[src/rtl/fp_add_arbiter.sv]
// fp_add_arbiter: shares one combinational FP16 adder between NUM_REQ requesters.
// A round-robin arbiter feeds a registered operand stage (S1). The adder sits
// between S1 and a registered result stage (S2), so a result appears two cycles
// after its request handshake when nothing stalls.
//
// Ports:
//   clock, reset_n             clock (rising edge) / asynchronous active-low reset
//   req_valid[NUM_REQ]         per-requester request valid
//   req_opA/req_opB            packed FP16 operands, requester i at [16i+:16]
//   req_tag                    packed per-request tags, requester i at [TAG_W*i+:TAG_W]
//   req_ready[NUM_REQ]         one-hot grant; request i accepted when valid&ready
//   out_valid/out_ready        result handshake
//   out_sum/out_id/out_tag     FP16 sum, winning requester index, its tag
//   busy                       either pipeline stage holds an op
//   stat_ops/stat_stall        saturating counters, present only with FP_ADD_ARB_STATS_EN
//
// Optional feature macro: FP_ADD_ARB_STATS_EN

module fp_add_arbiter #(
   parameter int unsigned NUM_REQ = 4,
   parameter int unsigned ID_W    = $clog2(NUM_REQ),
   parameter int unsigned TAG_W   = 8
) (
   input  logic                     clock,
   input  logic                     reset_n,
   input  logic [NUM_REQ-1:0]       req_valid,
   input  logic [NUM_REQ*16-1:0]    req_opA,
   input  logic [NUM_REQ*16-1:0]    req_opB,
   input  logic [NUM_REQ*TAG_W-1:0] req_tag,
   output logic [NUM_REQ-1:0]       req_ready,
   output logic                     out_valid,
   output logic [15:0]              out_sum,
   output logic [ID_W-1:0]          out_id,
   output logic [TAG_W-1:0]         out_tag,
   input  logic                     out_ready,
`ifdef FP_ADD_ARB_STATS_EN
   output logic [31:0]              stat_ops,
   output logic [31:0]              stat_stall,
`endif
   output logic                     busy
);

   localparam int unsigned OP_W = 16;

   // IEEE-754 binary16 addition, round-to-nearest-even, subnormals supported.
   // Significands carry three extra bits (guard, round, sticky) during alignment.
   function automatic logic [15:0] fp_add(input logic [15:0] a, input logic [15:0] b);
      logic        a_nan, b_nan, a_inf, b_inf;
      logic [15:0] big, sml, res;
      logic [4:0]  e_big, e_sml, d;
      logic [13:0] m_big, m_sml, m_sh, mask, n;
      logic        sub, up;
      logic [14:0] sum15;
      logic [5:0]  e;
      logic [11:0] mr;
      a_nan = (a[14:10] == 5'h1f) && (a[9:0] != 10'd0);
      b_nan = (b[14:10] == 5'h1f) && (b[9:0] != 10'd0);
      a_inf = (a[14:10] == 5'h1f) && (a[9:0] == 10'd0);
      b_inf = (b[14:10] == 5'h1f) && (b[9:0] == 10'd0);
      // Larger magnitude first so the aligned subtraction never goes negative.
      if (b[14:0] > a[14:0]) begin
         big = b;
         sml = a;
      end else begin
         big = a;
         sml = b;
      end
      e_big = (big[14:10] == 5'd0) ? 5'd1 : big[14:10];
      e_sml = (sml[14:10] == 5'd0) ? 5'd1 : sml[14:10];
      m_big = {|big[14:10], big[9:0], 3'b000};
      m_sml = {|sml[14:10], sml[9:0], 3'b000};
      d     = e_big - e_sml;
      mask  = '0;
      if (d >= 5'd14) begin
         m_sh = {13'd0, |m_sml};
      end else begin
         mask = (14'd1 << d) - 14'd1;
         m_sh = (m_sml >> d) | {13'd0, |(m_sml & mask)};
      end
      sub   = big[15] ^ sml[15];
      sum15 = sub ? ({1'b0, m_big} - {1'b0, m_sh}) : ({1'b0, m_big} + {1'b0, m_sh});
      e     = {1'b0, e_big};
      if (sum15[14]) begin
         n = {sum15[14:2], sum15[1] | sum15[0]};
         e = e + 6'd1;
      end else begin
         n = sum15[13:0];
         // Left-normalise, stopping at the subnormal exponent.
         for (int i = 0; i < 13; i++) begin
            if (!n[13] && (e > 6'd1)) begin
               n = n << 1;
               e = e - 6'd1;
            end
         end
      end
      up = n[2] & (n[1] | n[0] | n[3]);
      mr = {1'b0, n[13:3]} + 12'(up);
      if (mr[11]) begin
         mr = mr >> 1;
         e  = e + 6'd1;
      end
      if (mr == 12'd0) begin
         // Exact cancellation gives +0; same-sign zeros keep their sign.
         res = {sub ? 1'b0 : big[15], 15'd0};
      end else if (e >= 6'd31) begin
         res = {big[15], 5'h1f, 10'd0};
      end else begin
         res = {big[15], mr[10] ? e[4:0] : 5'd0, mr[9:0]};
      end
      if (a_nan || b_nan || (a_inf && b_inf && (a[15] != b[15]))) begin
         res = 16'h7e00;
      end else if (a_inf) begin
         res = a;
      end else if (b_inf) begin
         res = b;
      end
      return res;
   endfunction

   // Unpack the flat request buses.
   logic [OP_W-1:0]  opa_arr [NUM_REQ];
   logic [OP_W-1:0]  opb_arr [NUM_REQ];
   logic [TAG_W-1:0] tag_arr [NUM_REQ];

   for (genvar g = 0; g < NUM_REQ; g++) begin : g_unpack
      assign opa_arr[g] = req_opA[g*OP_W +: OP_W];
      assign opb_arr[g] = req_opB[g*OP_W +: OP_W];
      assign tag_arr[g] = req_tag[g*TAG_W +: TAG_W];
   end

   logic              s1_valid_q, s1_valid_d;
   logic [OP_W-1:0]   s1_opa_q, s1_opa_d;
   logic [OP_W-1:0]   s1_opb_q, s1_opb_d;
   logic [ID_W-1:0]   s1_id_q, s1_id_d;
   logic [TAG_W-1:0]  s1_tag_q, s1_tag_d;
   logic              s2_valid_q, s2_valid_d;
   logic [OP_W-1:0]   s2_sum_q, s2_sum_d;
   logic [ID_W-1:0]   s2_id_q, s2_id_d;
   logic [TAG_W-1:0]  s2_tag_q, s2_tag_d;
   logic [ID_W-1:0]   rr_ptr_q, rr_ptr_d;
   logic              busy_q, busy_d;

   logic              s2_adv, s2_free, s1_move, accept, hs;
   logic              grant_any;
   logic [ID_W-1:0]   grant_idx;
   int unsigned       cand;
   logic [OP_W-1:0]   add_sum;

   assign s2_adv  = s2_valid_q && out_ready;
   assign s2_free = !s2_valid_q || out_ready;
   assign s1_move = s1_valid_q && s2_free;
   assign accept  = !s1_valid_q || s2_free;
   assign hs      = grant_any && accept;
   assign add_sum = fp_add(s1_opa_q, s1_opb_q);

   // Round-robin search starting at rr_ptr_q, first valid requester wins.
   always_comb begin : arbiter
      grant_any = 1'b0;
      grant_idx = '0;
      cand      = 0;
      for (int k = 0; k < NUM_REQ; k++) begin
         cand = (32'(rr_ptr_q) + 32'(k)) % NUM_REQ;
         if (!grant_any && req_valid[ID_W'(cand)]) begin
            grant_any = 1'b1;
            grant_idx = ID_W'(cand);
         end
      end
   end

   // Grant is masked during reset so nothing looks accepted while flops are held.
   always_comb begin : ready_gen
      req_ready = '0;
      if (hs && reset_n) begin
         req_ready[grant_idx] = 1'b1;
      end
   end

   // Pipeline next state: S2 drain, S1->S2 move and S1 load may all happen together.
   always_comb begin : next_state
      s1_valid_d = s1_valid_q;
      s1_opa_d   = s1_opa_q;
      s1_opb_d   = s1_opb_q;
      s1_id_d    = s1_id_q;
      s1_tag_d   = s1_tag_q;
      s2_valid_d = s2_valid_q;
      s2_sum_d   = s2_sum_q;
      s2_id_d    = s2_id_q;
      s2_tag_d   = s2_tag_q;
      rr_ptr_d   = rr_ptr_q;
      if (s1_move) begin
         s2_valid_d = 1'b1;
         s2_sum_d   = add_sum;
         s2_id_d    = s1_id_q;
         s2_tag_d   = s1_tag_q;
      end else if (s2_adv) begin
         s2_valid_d = 1'b0;
      end
      if (hs) begin
         s1_valid_d = 1'b1;
         s1_opa_d   = opa_arr[grant_idx];
         s1_opb_d   = opb_arr[grant_idx];
         s1_tag_d   = tag_arr[grant_idx];
         s1_id_d    = grant_idx;
         rr_ptr_d   = (grant_idx == ID_W'(NUM_REQ - 1)) ? '0 : grant_idx + ID_W'(1);
      end else if (s1_move) begin
         s1_valid_d = 1'b0;
      end
      busy_d = s1_valid_d | s2_valid_d;
   end

   always_ff @(posedge clock or negedge reset_n) begin : regs
      if (!reset_n) begin
         s1_valid_q <= 1'b0;
         s1_opa_q   <= '0;
         s1_opb_q   <= '0;
         s1_id_q    <= '0;
         s1_tag_q   <= '0;
         s2_valid_q <= 1'b0;
         s2_sum_q   <= '0;
         s2_id_q    <= '0;
         s2_tag_q   <= '0;
         rr_ptr_q   <= '0;
         busy_q     <= 1'b0;
      end else begin
         s1_valid_q <= s1_valid_d;
         s1_opa_q   <= s1_opa_d;
         s1_opb_q   <= s1_opb_d;
         s1_id_q    <= s1_id_d;
         s1_tag_q   <= s1_tag_d;
         s2_valid_q <= s2_valid_d;
         s2_sum_q   <= s2_sum_d;
         s2_id_q    <= s2_id_d;
         s2_tag_q   <= s2_tag_d;
         rr_ptr_q   <= rr_ptr_d;
         busy_q     <= busy_d;
      end
   end

   assign out_valid = s2_valid_q;
   assign out_sum   = s2_sum_q;
   assign out_id    = s2_id_q;
   assign out_tag   = s2_tag_q;
   assign busy      = busy_q;

`ifdef FP_ADD_ARB_STATS_EN
   logic [31:0] stat_ops_q, stat_stall_q;

   // Saturating result and stall counters.
   always_ff @(posedge clock or negedge reset_n) begin : stats
      if (!reset_n) begin
         stat_ops_q   <= '0;
         stat_stall_q <= '0;
      end else begin
         if (s2_adv && (stat_ops_q != '1)) begin
            stat_ops_q <= stat_ops_q + 32'd1;
         end
         if (s2_valid_q && !out_ready && (stat_stall_q != '1)) begin
            stat_stall_q <= stat_stall_q + 32'd1;
         end
      end
   end

   assign stat_ops   = stat_ops_q;
   assign stat_stall = stat_stall_q;
`endif

endmodule

[config.mk]
export PLATFORM = sky130hd
export DESIGN_NAME = fp_add_arbiter
export DESIGN_NICKNAME = d
export VERILOG_FILES = /design/src/rtl/fp_add_arbiter.sv
export SDC_FILE = /design/constraint.sdc
export NUM_CORES = 1
export LEC_CHECK = 0
export CAP_MARGIN = 15
export CORE_ASPECT_RATIO = 0.5
export CORE_MARGIN = 2
export CORE_UTILIZATION = 50
export CTS_BUF_LIST = sky130_fd_sc_hd__clkbuf_4
export DETAILED_ROUTE_END_ITERATION = 10
export GPL_TIMING_DRIVEN = 0
export PLACE_DENSITY = 0.78
export SLEW_MARGIN = 20
export SYNTH_ARGS = -nofsm -noshare
export SYNTH_HDL_FRONTEND = slang
export SYNTH_SLANG_ARGS = --single-unit
export TNS_END_PERCENT = 10
[constraint.sdc]
create_clock -name clock -period 27.6 [get_ports clock]
set_input_delay 4.14 -clock clock [delete_from_list [all_inputs] [get_ports clock]]
set_output_delay 4.14 -clock clock [all_outputs]
set_load 0.02 [all_outputs]
**Yosys cells after proc, flatten, opt, wreduce, memory -nomap -nowiden**

Index checks and enable logic that the tools add are counted.

- $add $sub $neg: 24
- $lt $le $gt $ge: 23
- Eq/ne operators: 4
- Shift-type cells: 2
- Mux-type cells: 100
- Bitwise operators: 9
- Reduce and logical (&&, ||, !) cells: 60

Operators by type and width:

| cell | count |
|---|---|
| $mux 14 | 27 |
| $mux 6 | 27 |
| $mux 16 | 10 |
| $gt 6x1->1 const B | 12 |
| $sub 6x1->6 const B | 12 |
| $bmux 16 s2 | 2 |
| $mux 15 | 2 |
| $logic_and 1x1->1 | 27 |
| $logic_not 10->1 | 2 |
| $reduce_bool 10->1 | 2 |
| $logic_not 1->1 | 18 |
| $bmux 8 s2 | 1 |
| $mux 8 | 2 |
| $add 14x14->15 | 1 |
| $gt 15x15->1 | 1 |
| $lt 2x3->1 const B | 5 |
| $mux 5 | 3 |
| $reduce_or 15->1 | 1 |
| $sub 14x14->15 | 1 |
| $and 14x14->14 | 1 |
| $mux 1 | 14 |
| $or 14x1->14 | 1 |
| $reduce_or 14->1 | 1 |
| $shl 1x5->14 const A | 1 |
| other kinds (30) | 48 |

- Register bits after elaboration: 73
- Output and inout port bits: 32

**Depth between registers and ports, before layout**

- Depth after elaboration: 76
- Gate-level depth with buffers: 140
- Gate-level depth less buffers: 121

**Worst setup path after synthesis**

No wires, ideal clock.

- Kind: reg2reg
- Start point: register s1_opa_q[6]
- End point: register s2_sum_q[2], in the netlist out_sum[2]
- Arrival time: 29169 ps
- Required time: 27479 ps
- Setup slack: -1690 ps
- Stages on the path, launching flop included: 133
- Path buffers: 24
- Clock period less this slack: 29290 ps
- Cell sequence: dfrtp_1 inv_1 ha_1 nand4_1 a21o_1 a211o_1 a21oi_1 clkbuf_1 clkbuf_1 nand2_1 o21ai_0 nand2_1 ha_1 fa_1 xnor2_1 clkbuf_1 clkbuf_1 mux4_2 [... 97 more ...] or2_2 inv_1 ha_1 o221ai_1 o311ai_4 buf_6 nor3_1 a211oi_2 nor2b_1 ha_1 and4_1 buf_2 nand2_1 xnor2_1 o211ai_1 a2111oi_4 nor4_1 a22o_1

- Word-level cells in the longest chain between the ends: 76
- Elaborated cells between the ends (all ways): 151
- Those cells by class: 20 x add/sub; 16 x order compare; 2 x shift; 65 x mux; 7 x bitwise; 41 x reduce/logical

RTL lines:

| item | line | source |
|---|---|---|
| from (decl) | 132 | `logic [OP_W-1:0] s1_opa_q, s1_opa_d;` |
| from (signal assigned) | 226 | `s1_opa_q <= s1_opa_d;` |
| $gt 15x15->1 | 61 | `if (b[14:0] > a[14:0]) begin` |
| $mux 16 | 61 |  |
| $logic_not 5->1 (on tied branches) | 68, 69 |  |
| $mux 5 (on tied branches) | 68, 69 |  |
| $sub 5x5->5 | 72 | `d = e_big - e_sml;` |
| $shl 1x5->14 | 77 | `mask = (14'd1 << d) - 14'd1;` |
| $sub 14x1->14 | 77 |  |
| $and 14x14->14 | 78 | `m_sh = (m_sml >> d) \| {13'd0, \|(m_sml & mask)};` |
| [... 60 more ...] | - |  |
| $add 11x1->12 | 97 | `mr = {1'b0, n[13:3]} + 12'(up);` |
| $mux 6 | 98 | `if (mr[11]) begin` |
| $ge 6x5->1 | 105 | `end else if (e >= 6'd31) begin` |
| $mux 15 | 105 |  |
| $mux 16 | 102 | `if (mr == 12'd0) begin` |
| $mux 16 | 114 | `end else if (b_inf) begin` |
| $mux 16 | 112 | `end else if (a_inf) begin` |
| $mux 16 * | 110 | `if (a_nan \|\| b_nan \|\| (a_inf && b_inf && (a[15] != b[15]))) begin` |
| to (signal assigned) | 231 | `s2_sum_q <= s2_sum_d;` |
| to (decl) | 137 | `logic [OP_W-1:0] s2_sum_q, s2_sum_d;` |

Mark *: on every way between the ends. The rest lies on a longest branch, timed or not. The select of a mux whose other input is x is not followed.
A chain may end at the register's enable or synchronous reset.

**Final worst setup path**

- Start point: register s1_opa_q[6]
- End point: register s2_sum_q[10], in the netlist out_sum[10]

- Word-level cells in the longest chain between the ends: 76
- Elaborated cells between the ends (all ways): 152
- Those cells by class: 20 x add/sub; 16 x order compare; 2 x shift; 66 x mux; 7 x bitwise; 41 x reduce/logical

RTL lines:

| item | line |
|---|---|
| $gt 15x15->1 | 61 |
| $mux 16 | 61 |
| $logic_not 5->1 (on tied branches) | 68, 69 |
| $mux 5 (on tied branches) | 68, 69 |
| $sub 5x5->5 | 72 |
| $shl 1x5->14 | 77 |
| $sub 14x1->14 | 77 |
| $and 14x14->14 | 78 |
| [... 60 more ...] | - |
| $add 11x1->12 | 97 |
| $mux 6 / $mux 11 (equally long branches) | 98 |
| $ge 6x5->1 / $mux 5 (equally long branches) | 105, 108 |
| $mux 15 | 105 |
| $mux 16 | 102 |
| $mux 16 | 114 |
| $mux 16 | 112 |
| $mux 16 * | 110 |

Marks and branches as above.

==> flow_summary.ini <==
[synth]
synth_seq_area_share_pct = 12.2
synth_top_area_share_pct = 12.2
synth_seq_cells = 73
synth_edf_count = 0
synthTopCellsByCount = nand2_1 (365), nor2_1 (269), nand3_1 (143), o21ai_0 (141), a21oi_1 (129)
avgSynthCellArea_sq_um = 6.75
post-synth-top-area-cell = dfrtp_1
syn_area_sq_um = 14900
syn-num-nets = 2458
synthFlopType = dfrtp_1
synth_warnings = 0
synthArstFlopShare_pct = 100
netlist_instances = 2214
synth_area_leaders = dfrtp_1 (12%), nand2_1 (9.2%), nor2_1 (6.8%), mux2i_1 (6.3%), ha_1 (6.3%)
synth_most_common_cell = nand2_1
netlist-cell-type-count = 124

[detailed_routing]
final_antenna_net_count = 0
num_vias = 17995
drc = 0
via_per_inst = 6.33
routed_wl_mm = 52.4
dr.pass1.iters = 5
routedWlPerCell_microns = 18.4
drt_iter0_drc = 1747

[sta]
finalCriticalPeriod_ns = 26.17
fmax_mhz = 38.2
whs_ns = 0.491
tns_ns = 0
min_period_over_period_pct = 94.8
relSlewSlack_pct = 27.4
hold_viol = 0
setup_viol = 0
finClkSkew_ns = 0.0287
setup_slack_ns = 1.43
tightestPinTransition_ns = 1.08
slew_viol_final = 0

[finish]
final_nets = 2691
syn_to_final_growth_pct = 22.6
ff_latch_area_sq_um = 1830
multi_input_area_sq_um = 12800
finish.utilization_pct = 62.8
fillers = 2772
drive_gt1_share_pct = 11.2

[worst_setup_path]
required_ns = 27.97
startpoint_type = flip-flop
arrival_ns = 26.55
crit_fanout = 17
crit_type = flip-flop to flip-flop
cp_slowest_cell = fa_2
worstSetupEndpointType = flip-flop
cpPeakStageDelay_ns = 0.59

[cts]
cts_tree = built
path_clk_slew_ns = 0.16
cts_buffer_depth = 2
cts_htree_levels = 3
cts_root_buffer = clkbuf_4
cts_sinks = 73
clk_latency_ns = 0.48
numCtsBuffers = 9

[global_routing]
grt_max_degree = 59
antenna_found_initial = 1
grt_pass1_wl_mm = 83.0
grt_pass1_vias = 16155
grtUsageTotal_pct = 31.5
overflow = 0

[floorplan]
row_count = 44
design.core.area_sq_um = 29200
dieArea_sq_um = 31400
die_height_microns = 126
ios = 199
fp.dieW_microns = 248
start_util_pct = 51.2

[placement]
place_congestion = 1.00
portBuffers = 198
hpwl_mm = 41.3
place_ws_ns = -5.33

[status]
status = complete, no violations

[worst_hold_path]
hold_class = flip-flop to flip-flop

[flow_run]
maxCapViolCount = 0
[worst max-delay path: cells and delay by family, from the launching register on]
kind            cells  cell delay (ns)
compound gates     40             8.16
xor+xnor            4             0.67
fa+ha+maj          18             4.79
buf+inv            20             3.30
simple gates       37             6.62
flops               1             0.43
mux                 6             2.00
[final cells by class]
class,instances,share of cell area (%)
Tap cell,391,2.67
Antenna cell,1,0.0137
Timing Repair Buffer,232,12.3
Buffer,106,2.72
Sequential cell,73,9.98
Multi-Input combinational cell,1937,69.8
Clock inverter,7,0.335
Clock buffer,9,0.369
Inverter,88,1.82
[layout by cell type (no fill, tap or decap), drive strengths merged, types with 11 or more instances in the layout]
cell type | Yosys | final
nor3 | 36 | 36
a311oi | 11 | 11
a31o | 12 | 12
nand2b | 18 | 18
a31oi | 37 | 37
dfrtp | 73 | 73
o21a | 15 | 15
mux2 | 29 | 29
nor4 | 22 | 22
nand3 | 145 | 145
o22ai | 12 | 12
and3 | 21 | 21
o221ai | 14 | 14
o211ai | 35 | 35
xor2 | 11 | 11
a21o | 25 | 25
o21ai | 161 | 161
nor2 | 273 | 273
o2111ai | 17 | 17
nand4 | 20 | 20
nand2 | 366 | 366
mux2i | 94 | 94
inv | 84 | 89
a211oi | 28 | 28
buf | 27 | 63
o32a | 11 | 11
clkdlybuf4s50 | 0 | 197
and2 | 27 | 27
or3 | 21 | 21
clkbuf | 89 | 87
nor2b | 13 | 13
or2 | 18 | 18
o31ai | 17 | 17
ha | 75 | 75
xnor2 | 37 | 37
a21oi | 136 | 136
[worst paths after layout]
check / slack, ns / depth (start not counted) / from / to
worst min-delay path: 0.49 / 2 / s1_tag_q[2]$_DFFE_PN0P_ / out_tag[2]$_DFFE_PN0P_
min in group asynchronous: 3.51 / 1 / reset_n / out_valid$_DFF_PN0_
worst max register to register: 1.43 / 125 / s1_opa_q[6]$_DFFE_PN0P_ / out_sum[10]$_DFFE_PN0P_
worst max-delay path: 1.43 / 125 / s1_opa_q[6]$_DFFE_PN0P_ / out_sum[10]$_DFFE_PN0P_
worst min register to register: 0.49 / 2 / s1_tag_q[2]$_DFFE_PN0P_ / out_tag[2]$_DFFE_PN0P_
max in group asynchronous: 23.50 / 2 / reset_n / s1_opb_q[12]$_DFFE_PN0P_
[per-layer routing]
| layer | share of wire (%) | track usage (%) |
|---|---|---|
| met5 | 0 | 0 |
| met4 | 2.4 | 8.38 |
| met3 | 7.7 | 3.74 |
| met2 | 45 | 51.5 |
| met1 | 45 | 44.1 |
[cells by family after synthesis]
| kind of cell | synth area share (%) |
|---|---|
| and+or+nand+nor | 31.6 |
| AOI/OAI and AO/OA | 32.0 |
| buffers and inverters | 5.45 |
| muxes | 8.96 |
| adders and majority gates | 6.62 |
| DFF | 12.2 |
| xor gates and xnor gates | 3.07 |
[sequential cells by signal, indices dropped and copies added (netlist names)]
name        count
out_id          2
s1_id_q         2
rr_ptr_q        2
busy            1
out_sum        16
s1_valid_q      1
s1_opb_q       16
s1_tag_q        8
out_valid       1
out_tag         8
s1_opa_q       16
[per-stage QoR]
| step | cell area, sq um | std cells |
|---|---|---|
| finish | 18300 | 2844 |
| global placement | 17500 | 2803 |
| CTS | 18000 | 2838 |
| detailed placement | 17500 | 2804 |
| global route | 18300 | 2844 |
| floorplan | 15000 | 2214 |
[repair_timing]
| action | CTS | global route |
|---|---|---|
| hold buffers | 0 | 0 |
| setup endpoints to repair | 16 | 16 |
| gates cloned | 0 | 0 |
| buffers inserted | 25 | 8 |
| pin swaps | 17 | 9 |
| gates resized for setup | 53 | 69 |
Power is left out: the tool's default activity adds up to more than one toggle a clock period on the data nets, which glitch-free logic cannot reach.
